File: config.mk
export PLATFORM = sky130hd
export DESIGN_NAME = rate_tick_counter_flat
export DESIGN_NICKNAME = d
export VERILOG_FILES = /design/src/rtl/rate_tick_counter_if.sv /design/src/rtl/rate_tick_counter.sv /design/src/flat_wrapper.sv
export SDC_FILE = /design/constraint.sdc
export NUM_CORES = 1
export LEC_CHECK = 0
export CORE_MARGIN = 1
export CORE_UTILIZATION = 45
export DETAILED_ROUTE_END_ITERATION = 8
export PLACE_DENSITY = 0.6
export SKIP_CTS_REPAIR_TIMING = 1
export SLEW_MARGIN = 25
export SYNTH_ARGS = -nofsm -noshare
export SYNTH_HDL_FRONTEND = slang
export SYNTH_SLANG_ARGS = --single-unit
File: constraint.sdc
create_clock -name clock -period 2.28 [get_ports clock]
set_input_delay 0.228 -clock clock [delete_from_list [all_inputs] [get_ports clock]]
set_output_delay 0.228 -clock clock [all_outputs]
set_load 0.01 [all_outputs]
File: src/rtl/rate_tick_counter_if.sv
// ----------------------------------------------------------------------------
// rate_tick_counter_if
//   Groups the control and status signals of rate_tick_counter into a single
//   bundle. The clock and reset stay outside as plain ports of the counter.
//
//   Macro: RTC_LOAD_EN adds the synchronous load strobe and load value.
//
//   Signals
//     enable      master -> slave   1 = divider and counter run, 0 = hold
//     rate_sel    master -> slave   divisor select (00 = every cycle)
//     up_dn       master -> slave   1 = count up, 0 = count down
//     load        master -> slave   [RTC_LOAD_EN] synchronous load strobe
//     load_value  master -> slave   [RTC_LOAD_EN] value to load (clamped)
//     tick        slave  -> master  one-cycle pulse at the selected rate
//     count       slave  -> master  current count
//     wrap        slave  -> master  one-cycle pulse when count wraps
// ----------------------------------------------------------------------------
interface rate_tick_counter_if #(
    parameter int CNT_W = 4
);
    logic             enable;
    logic [1:0]       rate_sel;
    logic             up_dn;
    logic             tick;
    logic [CNT_W-1:0] count;
    logic             wrap;
`ifdef RTC_LOAD_EN
    logic             load;
    logic [CNT_W-1:0] load_value;

    modport master (output enable, rate_sel, up_dn, load, load_value,
                    input  tick, count, wrap);
    modport slave  (input  enable, rate_sel, up_dn, load, load_value,
                    output tick, count, wrap);
`else
    modport master (output enable, rate_sel, up_dn,
                    input  tick, count, wrap);
    modport slave  (input  enable, rate_sel, up_dn,
                    output tick, count, wrap);
`endif
endinterface

File: src/rtl/rate_tick_counter.sv
// ----------------------------------------------------------------------------
// rate_tick_counter
//   Programmable tick divider driving a modulo up/down counter. The tick is a
//   clock enable inside the single clock domain, never a derived clock.
//
//   Macro: RTC_LOAD_EN adds a synchronous load of the counter (clamped to
//   MODULUS-1) that takes priority over tick and ignores enable.
//
//   Ports
//     clock   in    system clock
//     reset   in    asynchronous, active-high reset
//     bus     slave rate_tick_counter_if (enable, rate_sel, up_dn, tick,
//                   count, wrap, and load/load_value with RTC_LOAD_EN)
//
//   Parameters
//     DIV_W    divider width, every DIVn must be below 2**DIV_W
//     DIV1..3  divisors for rate_sel 01/10/11 (tick period is DIVn+1)
//     CNT_W    counter width
//     MODULUS  count range 0..MODULUS-1, 2 <= MODULUS <= 2**CNT_W
// ----------------------------------------------------------------------------
module rate_tick_counter #(
    parameter int DIV_W   = 28,
    parameter int DIV1    = 49999999,
    parameter int DIV2    = 99999999,
    parameter int DIV3    = 199999999,
    parameter int CNT_W   = 4,
    parameter int MODULUS = 16
) (
    input  logic                  clock,
    input  logic                  reset,
    rate_tick_counter_if.slave    bus
);

    localparam logic [CNT_W-1:0] CntMax = CNT_W'(MODULUS - 1);

    logic [DIV_W-1:0] r_divQ;
    logic [1:0]       r_selQ;
    logic [CNT_W-1:0] r_count;
    logic             r_wrap;

    logic [DIV_W-1:0] w_divReload;
    logic             w_selChange;
    logic             w_tick;
    logic [CNT_W-1:0] w_countNext;
    logic             w_atTerminal;

    // Reload value for the currently requested rate; DIV0 is zero so that
    // rate_sel=00 ticks on every enabled cycle.
    always_comb begin
        w_divReload = '0;
        case (bus.rate_sel)
            2'b01:   w_divReload = DIV_W'(DIV1);
            2'b10:   w_divReload = DIV_W'(DIV2);
            2'b11:   w_divReload = DIV_W'(DIV3);
            default: w_divReload = '0;
        endcase
    end

    // A rate change restarts the divider and suppresses the tick for that
    // cycle. Reset also masks the tick because the cleared divider would
    // otherwise look like an expired count while reset is still held.
    assign w_selChange = (bus.rate_sel != r_selQ);
    assign w_tick      = !reset && bus.enable && (r_divQ == '0) && !w_selChange;

    // Divider state: the restart on a rate change happens even while
    // disabled, so the new period is always measured from the change.
    always_ff @(posedge clock or posedge reset) begin
        if (reset) begin
            r_divQ <= '0;
            r_selQ <= 2'b00;
        end else if (w_selChange) begin
            r_divQ <= w_divReload;
            r_selQ <= bus.rate_sel;
        end else if (bus.enable) begin
            if (r_divQ == '0) begin
                r_divQ <= w_divReload;
            end else begin
                r_divQ <= r_divQ - DIV_W'(1);
            end
        end
    end

    // Next count and terminal detection for the sampled direction. Explicit
    // compares against the terminal values keep non-power-of-2 moduli exact.
    always_comb begin
        w_countNext  = r_count;
        w_atTerminal = 1'b0;
        if (bus.up_dn) begin
            w_atTerminal = (r_count == CntMax);
            w_countNext  = w_atTerminal ? '0 : r_count + CNT_W'(1);
        end else begin
            w_atTerminal = (r_count == '0);
            w_countNext  = w_atTerminal ? CntMax : r_count - CNT_W'(1);
        end
    end

`ifdef RTC_LOAD_EN
    logic [CNT_W-1:0] w_loadClamped;

    // Out-of-range load values saturate at the top of the count range.
    assign w_loadClamped = (bus.load_value > CntMax) ? CntMax : bus.load_value;
`endif

    // Counter register: advances only on tick, wrap flags the cycle in which
    // the wrapped value appears on count.
    always_ff @(posedge clock or posedge reset) begin
        if (reset) begin
            r_count <= '0;
            r_wrap  <= 1'b0;
        end else begin
`ifdef RTC_LOAD_EN
            if (bus.load) begin
                r_count <= w_loadClamped;
                r_wrap  <= 1'b0;
            end else
`endif
            if (w_tick) begin
                r_count <= w_countNext;
                r_wrap  <= w_atTerminal;
            end else begin
                r_wrap  <= 1'b0;
            end
        end
    end

    assign bus.tick  = w_tick;
    assign bus.count = r_count;
    assign bus.wrap  = r_wrap;

endmodule

File: src/flat_wrapper.sv
// flat-port wrapper written by rule: the top's interface ports become plain ports
module rate_tick_counter_flat 
#(
    parameter int DIV_W   = 28,
    parameter int DIV1    = 49999999,
    parameter int DIV2    = 99999999,
    parameter int DIV3    = 199999999,
    parameter int CNT_W   = 4,
    parameter int MODULUS = 16
)
  (clock, reset, bus_enable, bus_rate_sel, bus_up_dn, bus_tick, bus_count, bus_wrap);
  rate_tick_counter_if #(.CNT_W(CNT_W)) bus_i ();
  input  logic clock;
  input  logic reset;
  input wire logic [$bits(bus_i.enable)-1:0] bus_enable;
  input wire logic [$bits(bus_i.rate_sel)-1:0] bus_rate_sel;
  input wire logic [$bits(bus_i.up_dn)-1:0] bus_up_dn;
  output wire logic [$bits(bus_i.tick)-1:0] bus_tick;
  output wire logic [$bits(bus_i.count)-1:0] bus_count;
  output wire logic [$bits(bus_i.wrap)-1:0] bus_wrap;
  assign bus_i.enable = bus_enable;
  assign bus_i.rate_sel = bus_rate_sel;
  assign bus_i.up_dn = bus_up_dn;
  assign bus_tick = bus_i.tick;
  assign bus_count = bus_i.count;
  assign bus_wrap = bus_i.wrap;
  rate_tick_counter #(.DIV_W(DIV_W), .DIV1(DIV1), .DIV2(DIV2), .DIV3(DIV3), .CNT_W(CNT_W), .MODULUS(MODULUS)) u_core (.clock(clock), .reset(reset), .bus(bus_i));
endmodule
======== After elaboration in Yosys (flattened, before gate mapping) ========
Cells that the tools add are included.
storage, ports and cells
  bits in latches ......................... 0
  logic and storage cells ................. 29
  memories ................................ 0
  input bits .............................. 6
  flip-flop bits (word level) ............. 35
  memory bits (read-only) ................. 0
  memory bits (writable) .................. 0
  output and inout port bits .............. 6
operators by class
  order comparisons ....................... 0
  reductions and logical operators ........ 8
  multipliers ............................. 0
  equality and inequality tests ........... 5
  add/sub/neg operators ................... 3
  div/mod/pow operators ................... 0
  shift-type cells ........................ 0
  multiplexer cells ....................... 9
  bitwise logic cells ..................... 0
operators by type and width
  kind                                                                   number
  28-bit two-way mux                                                     3
  28-bit one-hot mux with 3 select lines                                 1
  28-bit logical NOT                                                     1
  28-bit by 1-bit subtractor with 28-bit output (second input constant)  1
  4-bit two-way mux                                                      3
  4-bit by 1-bit adder with 4-bit output (second input constant)         1
  2-bit == test (second input constant)                                  2
  4-bit == test (second input constant)                                  1
  4-bit logical NOT                                                      1
  4-bit by 1-bit subtractor with 4-bit output (second input constant)    1
  1-bit logical AND                                                      3
  2-bit by 1-bit == test with 1-bit output (second input constant)       1
  1-bit logical NOT                                                      2
  1-bit two-way mux                                                      2
  2-bit inequality test                                                  1
  2-bit nonzero test                                                     1

======== Longest topological paths before layout ========
  depth after elaboration ................. 5
  depth in mapped cells ................... 8
  depth with buffers taken out ............ 7

======== Least setup slack after synthesis ========
Ideal clock, no wire load.
  path kind ............................... register to register
  start point ............................. reg u_core.r_divQ[17]
  end point ............................... reg u_core.r_divQ[26]
  path buffers ............................ 0
  cell stages (with the launch flop) ...... 6
  data required time ...................... 2.152 ns
  setup slack ............................. 0.290 ns
  data arrival time ....................... 1.862 ns
  library setup time ...................... 0.128 ns
  period minus slack after synthesis ...... 1.990 ns
  cell sequence ........................... dfrtp_1 -> or4_1 -> nor4b_1 -> nand4_1 -> xnor2_1 -> mux2_1
on the way
  cells in the longest elaborated chain, start to end .. 4
  elaborated cells on any way between the ends .. 5
  those cells by class .................... 1 x add/sub; 3 x mux; 1 x reduce/logical
RTL lines
  what                                                                                        line                                              RTL
  start: declaration                                                                          rate_tick_counter.sv:36                           logic [DIV_W-1:0] r_divQ;
  start signal: assignment                                                                    rate_tick_counter.sv:72                           r_divQ <= w_divReload;
  start signal: assignment                                                                    rate_tick_counter.sv:76                           r_divQ <= w_divReload;
  start signal: assignment                                                                    rate_tick_counter.sv:78                           r_divQ <= r_divQ - DIV_W'(1);
  28-bit by 1-bit subtractor with 28-bit output / 28-bit logical NOT (equally long branches)  rate_tick_counter.sv:78, rate_tick_counter.sv:75
  28-bit two-way mux *                                                                        rate_tick_counter.sv:75                           if (r_divQ == '0) begin
  28-bit two-way mux *                                                                        rate_tick_counter.sv:74                           end else if (bus.enable) begin
  28-bit two-way mux *                                                                        rate_tick_counter.sv:71                           end else if (w_selChange) begin
Mark *: on every way between the ends. The rest lies on a longest branch, timed or not. The select of a mux whose other input is x is not followed.
A chain may end at the register's enable or synchronous reset.

======== Worst setup path in the final report ========
  start point ............................. reg u_core.r_divQ[0]
  end point ............................... out bus_tick
on the way
  cells in the longest elaborated chain, start to end .. 3
RTL lines
  what                            line                     RTL
  28-bit logical NOT              rate_tick_counter.sv:63  assign w_tick = !reset && bus.enable && (r_divQ == '0) && !w_selChange;
  1-bit logical AND (2 in a row)  rate_tick_counter.sv:63
  end: declaration                flat_wrapper.sv:18       output wire logic [$bits(bus_i.tick)-1:0] bus_tick;
No other way between the ends.

==> flow_summary.json <==
{
  "final_common_cell": "buf_4",
  "grt_pass1_wl_mm": 11.8,
  "rsz0062_at_grt": "yes",
  "drc": 0,
  "p_per_area_mw_per_mm2": 579,
  "ios": 12,
  "reg2reg_from": "u_core.r_divQ[0]",
  "hold_viol": 0,
  "synth.area.mux_share": 0.0350,
  "clk_pin_slew_ns": 0.07,
  "cts.htree.levels": 2,
  "drive_gt1_frac": 0.287,
  "ir_drop_uv": 267,
  "ys.flop_type": "dfrtp_1",
  "dr.first_iter.drc_count": 236,
  "netlist.area_leader.share": 0.360,
  "cts_tree": "done",
  "avgViaCountPerCell": 6.09,
  "clkLatencyLatePin_ns": 0.30,
  "n_antenna_cell": 0,
  "p_leak_nw": 1.38,
  "synth-compound-area-share": 0.215,
  "worstPathMaxFanout": 2,
  "rr_endpoint": "u_core.r_divQ[16]",
  "grt_usage": 0.282,
  "synth_xor_area_frac": 0.0180,
  "layout_min_cycle_time_ns": 2.17,
  "cpMostUsedCell": "inv_1",
  "worst-setup-path-type": "flip-flop to output port",
  "synth_top_cell_by_area": "dfrtp_1",
  "yosys.cell_types.count": 65,
  "cp-start-kind": "flip-flop",
  "dr.pass1.iters": 5,
  "cts_max_path_buffers": 2,
  "cts_sinks": 35,
  "ys_seq_area_frac": 0.360,
  "fmax_ghz": 0.461,
  "mostFrequentLayoutCells": "59 x buf_4, 35 x dfrtp_1, 20 x nor2_1",
  "synth_fa_ha_area_frac": 0.0412,
  "finalNonFillerCells": 404,
  "die_w_um": 75.5,
  "synth-edff-count": 0,
  "tns_ns": 0,
  "top_layer": "met4",
  "p_total_mw": 1.84,
  "wl_per_cell_um": 18.1,
  "cts_buffers": 5,
  "syn_area_mm2": 0.00243,
  "status": "completed",
  "ys_top_cells_by_area": "dfrtp_1 36%, ha_1 4.1%, nand3_1 3.3%",
  "dp_slack_ns": -0.0947,
  "dieArea_mm2": 0.00570,
  "wl_mm": 7.30,
  "synth_nets": 282,
  "initial_core_util": 0.473,
  "yosys.area_share.simple": 0.279,
  "worst_path_max_delay_cell": "dfrtp_1",
  "worst_pin_slew_ns": 0.485,
  "die_h_um": 75.5,
  "place.gp.congestion": 0.929,
  "grt_start_max_net_pins": 36,
  "worstSetupEndpointType": "output port",
  "avgSynthCellArea_um2": 9.07,
  "worstPathArrival_ns": 1.94,
  "grt_pass1_vias": 2309,
  "drv_slew": 0,
  "ant_nets": 0,
  "crit_path_max_incr_delay_ns": 0.38,
  "fin_nets": 347,
  "setup_slack_ns": 0.112,
  "worst-r2r-setup-slack_ns": 0.14,
  "n_fill_cell": 460,
  "wl_met1_mm": 3.21,
  "dpl.cell_count": 394,
  "wl_met2_mm": 3.35,
  "synth_top_family_by_area": "simple AND/OR/NAND/NOR gates",
  "overflow": 0,
  "portBuffers": 11,
  "wl_met3_um": 514,
  "yosys_warnings": 0,
  "grt_antenna_before_repair": 0,
  "clock-root-buffer": "clkbuf_8",
  "worst-endpoint-required_ns": 2.05,
  "synth_seq_cells": 35,
  "vias": 2461,
  "min_period_over_period": 0.951,
  "core_mm2": 0.00514,
  "reg2regPathDepth": 8,
  "netlist_instances": 268,
  "max-cap-violations": 0,
  "async_reset_ff_frac": 1.00,
  "setup_viol": 0,
  "place_hpwl_mm": 5.42,
  "syn2layout_area_growth_pct": 30.6,
  "crit_chain": "inv_1 > ha_1 > nor4b_4 > nand3_2 > nor4_4 > nand3_1 > inv_1 > buf_2",
  "hp-class": "input port to async pin",
  "relSlewSlack": 0.675,
  "row_count": 26,
  "fin_skew_ns": 0.00611
}
[metrics by stage]
step | util | cell area [um^2] | hold slack, ns
floorplan | - | 2430 | 0.326
global placement | 0.583 | 2990 | 0.524
detailed placement | 0.583 | 2990 | 0.523
CTS | 0.602 | 3090 | 0.497
global route | 0.617 | 3170 | 0.532
finish | 0.617 | 3170 | 0.468
[synthesized netlist by cell type (all sizes together) (4+ instances only)]
library cell and number:
mux2 4, ha 8, dfrtp 35, nor2 21
nor3 16, clkbuf 10, a31oi 6, o21a 4
a21oi 9, inv 15, o211ai 4, or4 4
mux2i 4, and3 5, nand3 16, a211oi 4
nor4 7, o21ai 11, nand4 11, nand2 17
or3 4
[sequential cells by signal, summed over array words and instances (netlist names)]
register and cells:
u_core.bus.wrap 1, u_core.r_divQ 28, u_core.r_selQ 2, u_core.bus.count 4
[cell families (layout without fill, tap and decap cells)]
logic type / after synthesis / in the layout
fa+ha+maj: 8 / 8
compound gates: 69 / 69
mux: 8 / 8
buf+inv: 28 / 94
simple gates: 115 / 115
xor+xnor: 5 / 5
flops: 35 / 35
[how the worst max path moves through the flow]
stage,from,slack [ns],cells after the start,endpoint
global route,u_core.r_divQ[1],-0.03,8,bus_tick
CTS,u_core.r_divQ[1],-0.42,8,bus_tick
global placement,u_core.r_divQ[1],-0.09,8,bus_tick
detailed placement,u_core.r_divQ[1],-0.09,8,bus_tick
floorplan,u_core.r_divQ[17],0.29,5,u_core.r_divQ[26]
finish,u_core.r_divQ[0],0.11,8,bus_tick
[routing by layer]
layer  up-vias  GRT usage
li1       1157          -
met2       131      0.433
met1      1152      0.382
met4         0      0.152
met5         -          0
met3        21     0.0437
[cell type report]
type | instances | area, um^2 | area share
multi-input cells | 205 | 1490 | 0.468
well taps | 70 | 87.6 | 0.0276
flip-flops and latches | 35 | 876 | 0.276
repair buffers | 71 | 568 | 0.179
inverters | 15 | 56.3 | 0.0177
clock buffers | 8 | 100 | 0.0315
[power breakdown]
part / internal (mW) / switching (mW)
logic: 0.262 / 0.283
clock network: 0.276 / 0.237
registers: 0.695 / 0.0833
total: 1.23 / 0.604
[critical path: cells and delay by family (launching register included)]
family | cells | cell delay [ns]
buffers and inverters | 3 | 0.27
and+or+nand+nor | 4 | 0.84
adders and majority gates | 1 | 0.15
DFF | 1 | 0.38
Power figures use the tool's default switching activity.
